<file path="config.mk">
export PLATFORM = sky130hd
export DESIGN_NAME = lane_renderer
export DESIGN_NICKNAME = d
export VERILOG_FILES = /design/src/rtl/lane_renderer.sv
export SDC_FILE = /design/constraint.sdc
export NUM_CORES = 1
export LEC_CHECK = 0
export ABC_AREA = 1
export ABC_CLOCK_PERIOD_IN_PS = 1700
export CAP_MARGIN = 25
export CORE_MARGIN = 2
export CORE_UTILIZATION = 51
export CTS_BUF_LIST = sky130_fd_sc_hd__clkbuf_4 sky130_fd_sc_hd__clkbuf_8
export CTS_CLUSTER_SIZE = 12
export DETAILED_ROUTE_END_ITERATION = 8
export PLACE_DENSITY = 0.84
export SLEW_MARGIN = 5
export SYNTH_ARGS = -nofsm -noshare
export SYNTH_HDL_FRONTEND = slang
export SYNTH_SLANG_ARGS = --single-unit
</file>
<file path="constraint.sdc">
create_clock -name clk -period 1.7 [get_ports clk]
set_clock_uncertainty 0.15 [all_clocks]
set_input_delay 0.34 -clock clk [delete_from_list [all_inputs] [get_ports clk]]
set_output_delay 0.34 -clock clk [all_outputs]
set_load 0.01 [all_outputs]
</file>
<file path="src/rtl/lane_renderer.sv">
// lane_renderer: multi-lane playfield renderer for the VGA rhythm-game display.
// Produces a registered 6-bit colour and one-hot lane membership per pixel,
// with per-lane hit flashes (timed in frames) and a vertically scrolling dash.
module lane_renderer #(
  parameter int          NUM_LANES    = 4,
  parameter int          LANE_X0      = 110,
  parameter int          LANE_PITCH   = 105,
  parameter int          LANE_WIDTH   = 100,
  parameter int          DASH_LOG2    = 5,
  parameter int          SCROLL_STEP  = 2,
  parameter int          FLASH_FRAMES = 8,
  parameter logic [5:0]  LANE_RGB     = 6'b111111,
  parameter logic [5:0]  DIM_RGB      = 6'b010101,
  parameter logic [5:0]  FLASH_RGB    = 6'b111100
) (
  input  logic                 clk,
  input  logic                 rst,
  input  logic [9:0]           col,
  input  logic [9:0]           row,
  input  logic                 valid,
  input  logic                 frame_start,
  input  logic                 scroll_en,
  input  logic [NUM_LANES-1:0] press,
  output logic [5:0]           lane_rgb,
  output logic [NUM_LANES-1:0] lane_hit
);

  logic [DASH_LOG2-1:0] offset;
  logic [DASH_LOG2-1:0] dash_pos;
  logic                 dash_lit;
  logic [NUM_LANES-1:0] press_s1, press_s2, press_s3;
  logic [NUM_LANES-1:0] press_edge;
  logic [NUM_LANES-1:0] in_lane;
  logic [NUM_LANES-1:0] flashing;
  logic [7:0]           flash_cnt [NUM_LANES];
  logic [5:0]           rgb_next;

  // Rising edge seen one flop after the two-stage synchroniser.
  assign press_edge = press_s2 & ~press_s3;

  // Dash phase only depends on the low DASH_LOG2 bits of row + offset.
  assign dash_pos = row[DASH_LOG2-1:0] + offset;
  assign dash_lit = ~dash_pos[DASH_LOG2-1];

  // Button synchroniser and edge-detect history.
  always_ff @(posedge clk or posedge rst) begin
    if (rst) begin
      press_s1 <= '0;
      press_s2 <= '0;
      press_s3 <= '0;
    end else begin
      press_s1 <= press;
      press_s2 <= press_s1;
      press_s3 <= press_s2;
    end
  end

  // Scroll offset advances once per frame when enabled, wrapping naturally.
  always_ff @(posedge clk or posedge rst) begin
    if (rst) begin
      offset <= '0;
    end else if (frame_start && scroll_en) begin
      offset <= offset + DASH_LOG2'(SCROLL_STEP);
    end
  end

  for (genvar k = 0; k < NUM_LANES; k++) begin : g_lane
    // Bounds widened to 11 bits so the right edge sum cannot overflow.
    localparam logic [10:0] LO = 11'(LANE_X0 + k * LANE_PITCH);
    localparam logic [10:0] HI = 11'(LANE_X0 + k * LANE_PITCH + LANE_WIDTH);

    assign in_lane[k]  = ({1'b0, col} > LO) && ({1'b0, col} < HI);
    assign flashing[k] = (flash_cnt[k] != 8'd0);

    // Flash down-counter: a press edge reloads and beats a same-cycle frame tick.
    always_ff @(posedge clk or posedge rst) begin
      if (rst) begin
        flash_cnt[k] <= 8'd0;
      end else if (press_edge[k]) begin
        flash_cnt[k] <= 8'(FLASH_FRAMES);
      end else if (frame_start && flashing[k]) begin
        flash_cnt[k] <= flash_cnt[k] - 8'd1;
      end
    end
  end

  // Colour priority: blanking, flash, lit dash, dim dash, background.
  always_comb begin
    rgb_next = 6'd0;
    if (valid) begin
      if (|(in_lane & flashing)) begin
        rgb_next = FLASH_RGB;
      end else if (|in_lane) begin
        rgb_next = dash_lit ? LANE_RGB : DIM_RGB;
      end
    end
  end

  // Output register for colour and lane membership.
  always_ff @(posedge clk or posedge rst) begin
    if (rst) begin
      lane_rgb <= 6'd0;
      lane_hit <= '0;
    end else begin
      lane_rgb <= rgb_next;
      lane_hit <= valid ? in_lane : '0;
    end
  end

endmodule

</file>
After elaboration in Yosys (flattened, before gate mapping). Index checks and enable logic that the tools add are counted.

Output and inout port bits: 10. Register bits after elaboration: 59.

Mux-type cells: 13. Add/subtract/negate cells: 6. Reduce and logical (&&, ||, !) cells: 19. Bitwise logic cells: 3. Order comparisons: 8.

Operators with widths (number): 2-to-1 mux 8 bit (8); nonzero test 8 bit (4); subtractor 8 x 1 -> 8 bit (second input constant) (4); 2-to-1 mux 6 bit (4); greater-than comparator 10 x 9 -> 1 bit (second input constant) (2); less-than comparator 10 x 9 -> 1 bit (second input constant) (2); greater-than comparator 10 x 7 -> 1 bit (second input constant) (1); greater-than comparator 10 x 8 -> 1 bit (second input constant) (1); less-than comparator 10 bit (second input constant) (1); less-than comparator 10 x 8 -> 1 bit (second input constant) (1); logical AND 1 bit (9); AND 4 bit (2); nonzero test 2 bit (4); OR reduction 4 bit (2); adder 5 x 2 -> 5 bit (second input constant) (1); adder 5 bit (1); 2-to-1 mux 4 bit (1); NOT 4 bit (1).

Longest topological paths before layout. Gate-level depths: netlist (run 1).

Depth after elaboration: 6. Gate-level depth with buffers: 12. Gate-level depth less buffers: 12.

Least setup slack after synthesis (run 1). Ideal clock, no wire load.

Kind: reg-to-reg. Start point: register flash_cnt[0] (netlist name). End point: register flash_cnt[4] (netlist name). Library setup time: 126 ps. Buffers on the path: 0. Stages on the path, launching flop included: 10. Arrival time: 1241 ps. Slack: 182 ps. Cell sequence: dfrtp_1 -> inv_1 -> ha_1 -> nand3_1 -> nor2_2 -> nor2_4 -> nand2_1 -> nor3_1 -> o21ai_0 -> nor2_1.

Cells in the longest elaborated chain, start to end: 3. Elaborated cells between the ends (all ways): 6. Those cells by class: add/sub (1); mux (2); reduce/logical (3).

RTL lines: from (decl) (line 35) `logic [7:0] flash_cnt [NUM_LANES];`; from (signal, indexed assignment) (line 80) `flash_cnt[k] <= 8'(FLASH_FRAMES);`; from (signal, indexed assignment) (line 82) `flash_cnt[k] <= flash_cnt[k] - 8'd1;`; subtractor 8 x 1 -> 8 bit / nonzero test 8 bit (equally long branches) (line 82, 73); 2-to-1 mux 8 bit / logical AND 1 bit (equally long branches) (line 81) `end else if (frame_start && flashing[k]) begin`; 2-to-1 mux 8 bit / nonzero test 2 bit (equally long branches).

Parallel ways exist; a longest one is shown, timed or not. The select of a mux whose other input is x is not followed. A chain may end at the register's enable or synchronous reset.

Worst setup path after layout (run 1).
Start point: register flash_cnt[16] (netlist name). End point: register flash_cnt[21] (netlist name).

The elaborated chain is that of the path after synthesis.

==> metrics.txt, run 1 <==
status finished clean; Synth top area share 48.5%; synthesis-to-finish area growth 31.5%; layout cells sized above 1 19.8%; Yosys reg bits 56; Worst path slowest cell dfrtp_1; # Max-Cap Violations 0; WL final 6150 um; Die Height 79.3 um; P per Cell Area 1320 nW/um2; commonest cells in the netlist nand2_1, inv_1, dfrtp_1, nor2_1, o21ai_0; largest net degree at the start of global routing 24; ys async rst share 100%; worst path bufs/invs 3; CTS sink count 56; final worst path period need 1.68 ns; Mapped Area 2890 um2; Post-DRT Antenna Nets 0; Setup TNS Final 0 ns; NumNets Final 480; Post-DP HPWL 4310 um; I/O pin total 39; number of diodes 0; CP Capture Type flip-flop; CP Data Arrival Time 1.74 ns; Initial Util 52.8%; Startpoint Class flip-flop; Initial DRT Pass Iterations 4; synth unique cells 22; Die X-Extent 79.3 um; Post-synth top flop dfrtp_1; number of synthesized flops with an enable pin 0; Root Driver clkbuf_8; required time of the critical path 1.76 ns; Fillers 423; Peak VDD IR 0.000752 V; Synth area leader dfrtp_1; CTS buffer count 5; Max-slew headroom 75.3%; Synth Warn # 0; CORE AREA 5470 um2; worst reg2reg setup slack 0.02 ns; PortBufs 32; Worst path max stage delay 0.37 ns; Gate Count Post-Synth 372; clock-pin slew on the worst setup and hold paths 0.09 ns; NetSw 0.00199 W; sequential share of the synthesized area 48.5%; actual slew at the worst max-slew pin 0.369 ns; RSZ-0062 raised after global routing true; Vias per Instance 5.05; ratio of final minimum period to clock period 98.9%; die area 6280 um2; wire length per cell 12.0 um; First DRT Iteration DRCs 140; Pint 0.00301 W; Placed Area 3450 um2; cell area after layout 3800 um2; Longest Clk Path Bufs 2; Synth area leaders dfrtp_1, nand2_1, inv_1, nor2_1, ha_1; count leader, synth nand2_1; endpoints failing hold 0; total vias in the final route 2587; P_leak 2.07 nW; sequential share of power 40.1%; RD Place Congestion 0.841; Fin Hold WS 0.201 ns; All-Layer GR Usage 20.3%; Syn Nets 412; grt total ovfl 0; Clock power frac 14.0%; final slew viol count 0; initial antenna violation count 0; most used cell, CP nand2_1; number of setup violations in the final report 0; # DRC 0; H-tree levels 2; Combinational Power Share 45.8%; Post-CTS Hold Buffers 0; Crit Path Max Fanout 3; Syn Area/Cell 7.76 um2; Crit Path Class reg -> reg; Clk Latency, worst-skew pair 0.31 ns; vias in the first global route 2483; fmax 595 MHz; number of core rows 27; Min-Delay Path Class in -> async; Switching Share 39.9%; CP top delay family simple AND/OR/NAND/NOR gates; first-pass GRT wire length 10100 um; CTS tree done; crit-path cells inv_1 -> ha_4 -> inv_2 -> nor2_2 -> nand4_1 -> nand2_2 -> buf_6 -> nor3_4 -> nand2_1 -> nand2_1 -> nand2_1 -> nor2_1
per-stage QoR:
stage | utilization (%) | power (W) | worst slack [ns] | instances
after floorplan | - | 0.00325 | 0.182 | 372
after global placement | 63.1 | 0.00373 | -0.259 | 493
after detailed placement | 63.1 | 0.00386 | -0.274 | 493
after CTS | 64.9 | 0.00459 | 0.00126 | 502
after global routing | 69.4 | 0.00545 | -0.0794 | 512
final | 69.4 | 0.00500 | 0.0187 | 512
registers in the layout, summed over array words and instances, names as in the netlist:
signal and flops:
lane_rgb 4, press_s3 4, press_s2 4, flash_cnt 32
press_s1 4, offset 4, lane_hit 4
layer usage:
layer  global-route usage (%)  up-vias  routed length, um
met3                     4.32       14                231
li1                         -     1310                  -
met2                     36.3       58               3230
met5                        0        -                  0
met1                     23.7     1205               2570
met4                     8.28        0                122
what timing repair did:
| item | 4_1_cts | 5_1_grt |
|---|---|---|
| gates resized for setup | 9 | 67 |
| pin swaps | 1 | 20 |
| buffers inserted | 2 | 10 |
| endpoints found under the setup margin | 11 | 37 |
logic make-up (layout without fill, tap and decap cells):
kind of cell / count (synthesis) / after routing / synth area share [%]
buf+inv: 62 / 130 / 8.32
xor+xnor: 9 / 9 / 2.73
fa+ha+maj: 11 / 11 / 4.77
compound gates: 37 / 37 / 6.46
simple gates: 197 / 197 / 29.2
flops: 56 / 56 / 48.5
worst register-to-register path: stages (launching register included):
cell and delay [ns]:
dfrtp_1 0.37, inv_1 0.10, ha_4 0.14, inv_2 0.03, nor2_2 0.11, nand4_1 0.13
nand2_2 0.14, buf_6 0.12, nor3_4 0.04, nand2_1 0.08, nand2_1 0.06, nand2_1 0.06
nor2_1 0.05
cell usage in the layout, fill, tap and decap left out, drive strengths merged:
master | Yosys | layout
a21oi | 9 | 9
buf | 2 | 31
clkbuf | 0 | 6
clkdlybuf4s50 | 0 | 13
clkinv | 0 | 1
clkinvlp | 0 | 1
dfrtp | 56 | 56
dlygate4sd2 | 0 | 6
dlymetal6s2s | 0 | 13
ha | 11 | 11
inv | 60 | 59
nand2 | 95 | 95
nand3 | 24 | 24
nand3b | 4 | 4
nand4 | 10 | 10
nor2 | 57 | 57
nor3 | 5 | 5
nor4 | 2 | 2
o21ai | 27 | 27
o22ai | 1 | 1
xnor2 | 2 | 2
xor2 | 7 | 7
worst paths after layout:
path,from,cells past startpoint,end
min,rst,2,lane_rgb[3]$_DFF_PP0_
max reg2reg,flash_cnt[16]$_DFFE_PP0P_,12,flash_cnt[21]$_DFFE_PP0P_
min reg2reg,press_s1[0]$_DFF_PP0_,0,press_s2[0]$_DFF_PP0_
min in group clk,press_s1[0]$_DFF_PP0_,0,press_s2[0]$_DFF_PP0_
max,flash_cnt[16]$_DFFE_PP0P_,12,flash_cnt[21]$_DFFE_PP0P_
max in group asynchronous,rst,3,lane_hit[0]$_DFF_PP0_
power by group through the flow:
stage	Clock [W]	Combinational [W]	Sequential [W]
floorplan	0	0.00130	0.00195
global placement	0	0.00174	0.00199
detailed placement	0	0.00185	0.00201
CTS	0.000725	0.00187	0.00199
global route	0.000783	0.00262	0.00205
finish	0.000702	0.00229	0.00201
layout make-up:
type                            count  area, um2  share of cell area (%)
Tap cell                           72       90.1                    2.37
Clock inverter                      1       5.00                   0.132
Clock buffer                        6       76.3                    2.01
Inverter                           60        229                    6.03
Multi-Input combinational cell    254       1390                    36.5
Timing Repair Buffer               63        611                    16.1
Sequential cell                    56       1400                    36.9
No activity file was read; power rests on OpenSTA's default activity.
==> run 2: changes to the inputs <==
CORE_UTILIZATION = 59   (was 51)
DONT_BUFFER_PORTS = 1   (was not set)
==> run 2 against run 1 <==
  * The run now ends with negative setup slack left
  * Sequential share of layout area grew 5.2 points
  * Non-clock buffer count shrank 44
  * Sequential power grew 2%
  * Final cell count shrank 9.4%
  * Power shrank 4.0%
  * Final area shrank 12%
  * Combinational power shrank 13%
  * Critical path depth shrank 1
  * Worst hold slack lost 0.13 ns
  * Critical path type unchanged
  * Largest cell class unchanged
==> metrics.txt, run 2 (same netlist as run 1, synthesis figures left out) <==
initial antenna violation count 0 (unchanged); vias in the first global route 2339 (was 2483); CP top delay family simple AND/OR/NAND/NOR gates (unchanged); depth of the worst hold-timing path 2; Vias per Instance 5.22 (was 5.05); Fin Hold WS 0.0700 ns (was 0.201 ns); final slew viol count 0 (unchanged); number of core rows 25 (was 27); Worst path depth 11 (was 12); Setup TNS Final -0.0443 ns (was 0 ns); Crit Path Class reg -> reg (unchanged); Clock power frac 15.7% (was 14.0%); sequential share of power 42.8% (was 40.1%); # DRC 0 (unchanged); Initial DRT Pass Iterations 4 (unchanged); CTS tree done (unchanged); Biggest register flash_cnt (unchanged); required time of the critical path 1.78 ns (was 1.76 ns); status finished with violations (was finished clean); die area 5470 um2 (was 6280 um2); clock-pin slew on the worst setup and hold paths 0.11 ns (was 0.09 ns); Post-DP HPWL 3950 um (was 4310 um); Switching Share 41.1% (was 39.9%); CP Capture Type flip-flop (unchanged); P per Cell Area 1440 nW/um2 (was 1320 nW/um2); Die Height 74.0 um (was 79.3 um); CTS buffer count 5 (unchanged); setup ws final -0.0325 ns (was 0.0187 ns); max reg flops 32 (unchanged); First DRT Iteration DRCs 121 (was 140); final worst path period need 1.73 ns (was 1.68 ns); layout cells sized above 1 14.9% (was 19.8%); Root Driver clkbuf_8 (unchanged); I/O pin total 39 (unchanged); number of setup violations in the final report 3 (was 0); RSZ-0062 raised after global routing true (unchanged); NumNets Final 436 (was 480); first-pass GRT wire length 9540 um (was 10100 um); Combinational Power Share 41.4% (was 45.8%); number of diodes 0 (unchanged); wire length per cell 12.9 um (was 12.0 um); H-tree levels 2 (unchanged); Worst path max stage delay 0.40 ns (was 0.37 ns); actual slew at the worst max-slew pin 0.388 ns (was 0.369 ns); WL final 5970 um (was 6150 um); PortBufs 0 (was 32); failing checks negative setup slack; crit-path cells inv_2 -> ha_4 -> inv_2 -> nor2_4 -> nand4_1 -> nand2_2 -> nor3_2 -> nand2_1 -> nand2_1 -> nand2_1 -> nor2_1 (was inv_1 -> ha_4 -> inv_2 -> nor2_2 -> nand4_1 -> nand2_2 -> buf_6 -> nor3_4 -> nand2_1 -> nand2_1 -> nand2_1 -> nor2_1); P_leak 1.70 nW (was 2.07 nW); Pint 0.00283 W (was 0.00301 W); commonest non-fill, non-tap cell in the layout nand2_1 (unchanged); Worst path slowest cell dfrtp_1 (unchanged); Post-DRT Antenna Nets 0 (unchanged); RD Place Congestion 0.856 (was 0.841); Initial Util 61.1% (was 52.8%); worst path bufs/invs 2 (was 3); Peak VDD IR 0.000833 V (was 0.000752 V); Startpoint Class flip-flop (unchanged); NetSw 0.00197 W (was 0.00199 W); fmax 577 MHz (was 595 MHz); Clk Latency, worst-skew pair 0.32 ns (was 0.31 ns); CTS sink count 56 (unchanged); CP Data Arrival Time 1.81 ns (was 1.74 ns); ratio of final minimum period to clock period 102% (was 98.9%); grt total ovfl 0 (unchanged); Min-Delay Path Class in -> reg (was in -> async); Crit Path Max Fanout 5 (was 3); total vias in the final route 2422 (was 2587); endpoints failing hold 0 (unchanged); All-Layer GR Usage 23.0% (was 20.3%); reg2reg path depth 11 (was 12); largest net degree at the start of global routing 57 (was 24); CORE AREA 4720 um2 (was 5470 um2); Die X-Extent 74.0 um (was 79.3 um); commonest cells after routing, fill and taps aside nand2_1, dfrtp_1, inv_1, nor2_1, nand3_1 (was nand2_1, dfrtp_1, inv_1, nor2_1, buf_4); synthesis-to-finish area growth 15.3% (was 31.5%); Max-slew headroom 74.1% (was 75.3%); # Max-Cap Violations 0 (unchanged); Longest Clk Path Bufs 2 (unchanged); most used cell, CP nand2_1 (unchanged)
## run 2: cell count changes in the layout (fill, tap and decap cells not counted), moves of 6 or more
cell	previous run	this run
dlygate4sd2_1	6	0
clkdlybuf4s50_1	13	0
buf_4	27	12
dlymetal6s2s_1	13	0
nor2_2	11	4
dlygate4sd3_1	0	6
## run 2: what timing repair did
action	CTS	global route
resized for setup	2	41
endpoints found under the hold margin	61	0
hold buffers	6	0
pin swaps	0	19
endpoints found under the setup margin	2	30
buffers inserted	0	9
## run 2: per-stage QoR
stage	utilization [%]	instance area [um2]	power, W	setup slack (ns)	cells
2_1_floorplan	-	2890	0.00325	0.182	372
4_1_cts	66.9	3160	0.00441	0.0194	455
6_report	70.5	3330	0.00480	-0.0325	464
3_5_place_dp	63.6	3000	0.00363	-0.0106	441
5_1_grt	70.5	3330	0.00520	-0.128	464
3_3_place_gp	63.6	3000	0.00352	0.0769	441
## run 2: final timing paths
path                       slack [ns]                   endpoint                 startpoint
min reg2reg                      0.21      press_s2[1]$_DFF_PP0_      press_s1[1]$_DFF_PP0_
max in group asynchronous        0.73  flash_cnt[11]$_DFFE_PP0P_                        rst
min in group asynchronous        0.41      press_s2[1]$_DFF_PP0_                        rst
min                              0.07      lane_hit[1]$_DFF_PP0_                      valid
max reg2reg                     -0.03  flash_cnt[21]$_DFFE_PP0P_  flash_cnt[17]$_DFFE_PP0P_
max                             -0.03  flash_cnt[21]$_DFFE_PP0P_  flash_cnt[17]$_DFFE_PP0P_
## run 2: worst reg2reg max path, delay by kind of cell, from the launching register on
| family | cells | cell delay [ns] |
|---|---|---|
| DFF | 1 | 0.40 |
| and+or+nand+nor | 8 | 0.80 |
| adders and majority gates | 1 | 0.14 |
| buffers and inverters | 2 | 0.14 |
## run 2: routing by layer
metal | vias up | track usage [%] | part of all wire [%]
met1 | 1131 | 26.1 | 40
met5 | - | 0 | 0
met3 | 16 | 6.37 | 5.2
li1 | 1219 | - | -
met4 | 0 | 12.5 | 2.7
met2 | 56 | 39.4 | 52
## run 2: power by group through the flow
stage	Combinational, W	Clock, W	Sequential, W
after floorplan	0.00130	0	0.00195
after global placement	0.00151	0	0.00201
after detailed placement	0.00161	0	0.00202
after CTS	0.00164	0.000770	0.00201
after global routing	0.00228	0.000831	0.00210
final	0.00199	0.000755	0.00206
## run 2: cell type report
cell class	count	area, um2
repair buffers	19	170
clock buffers	6	76.3
flip-flops and latches	56	1400
fillers	357	1390
well taps	67	83.8
clock inverters	2	16.3
inverters	60	229
multi-input cells	254	1350
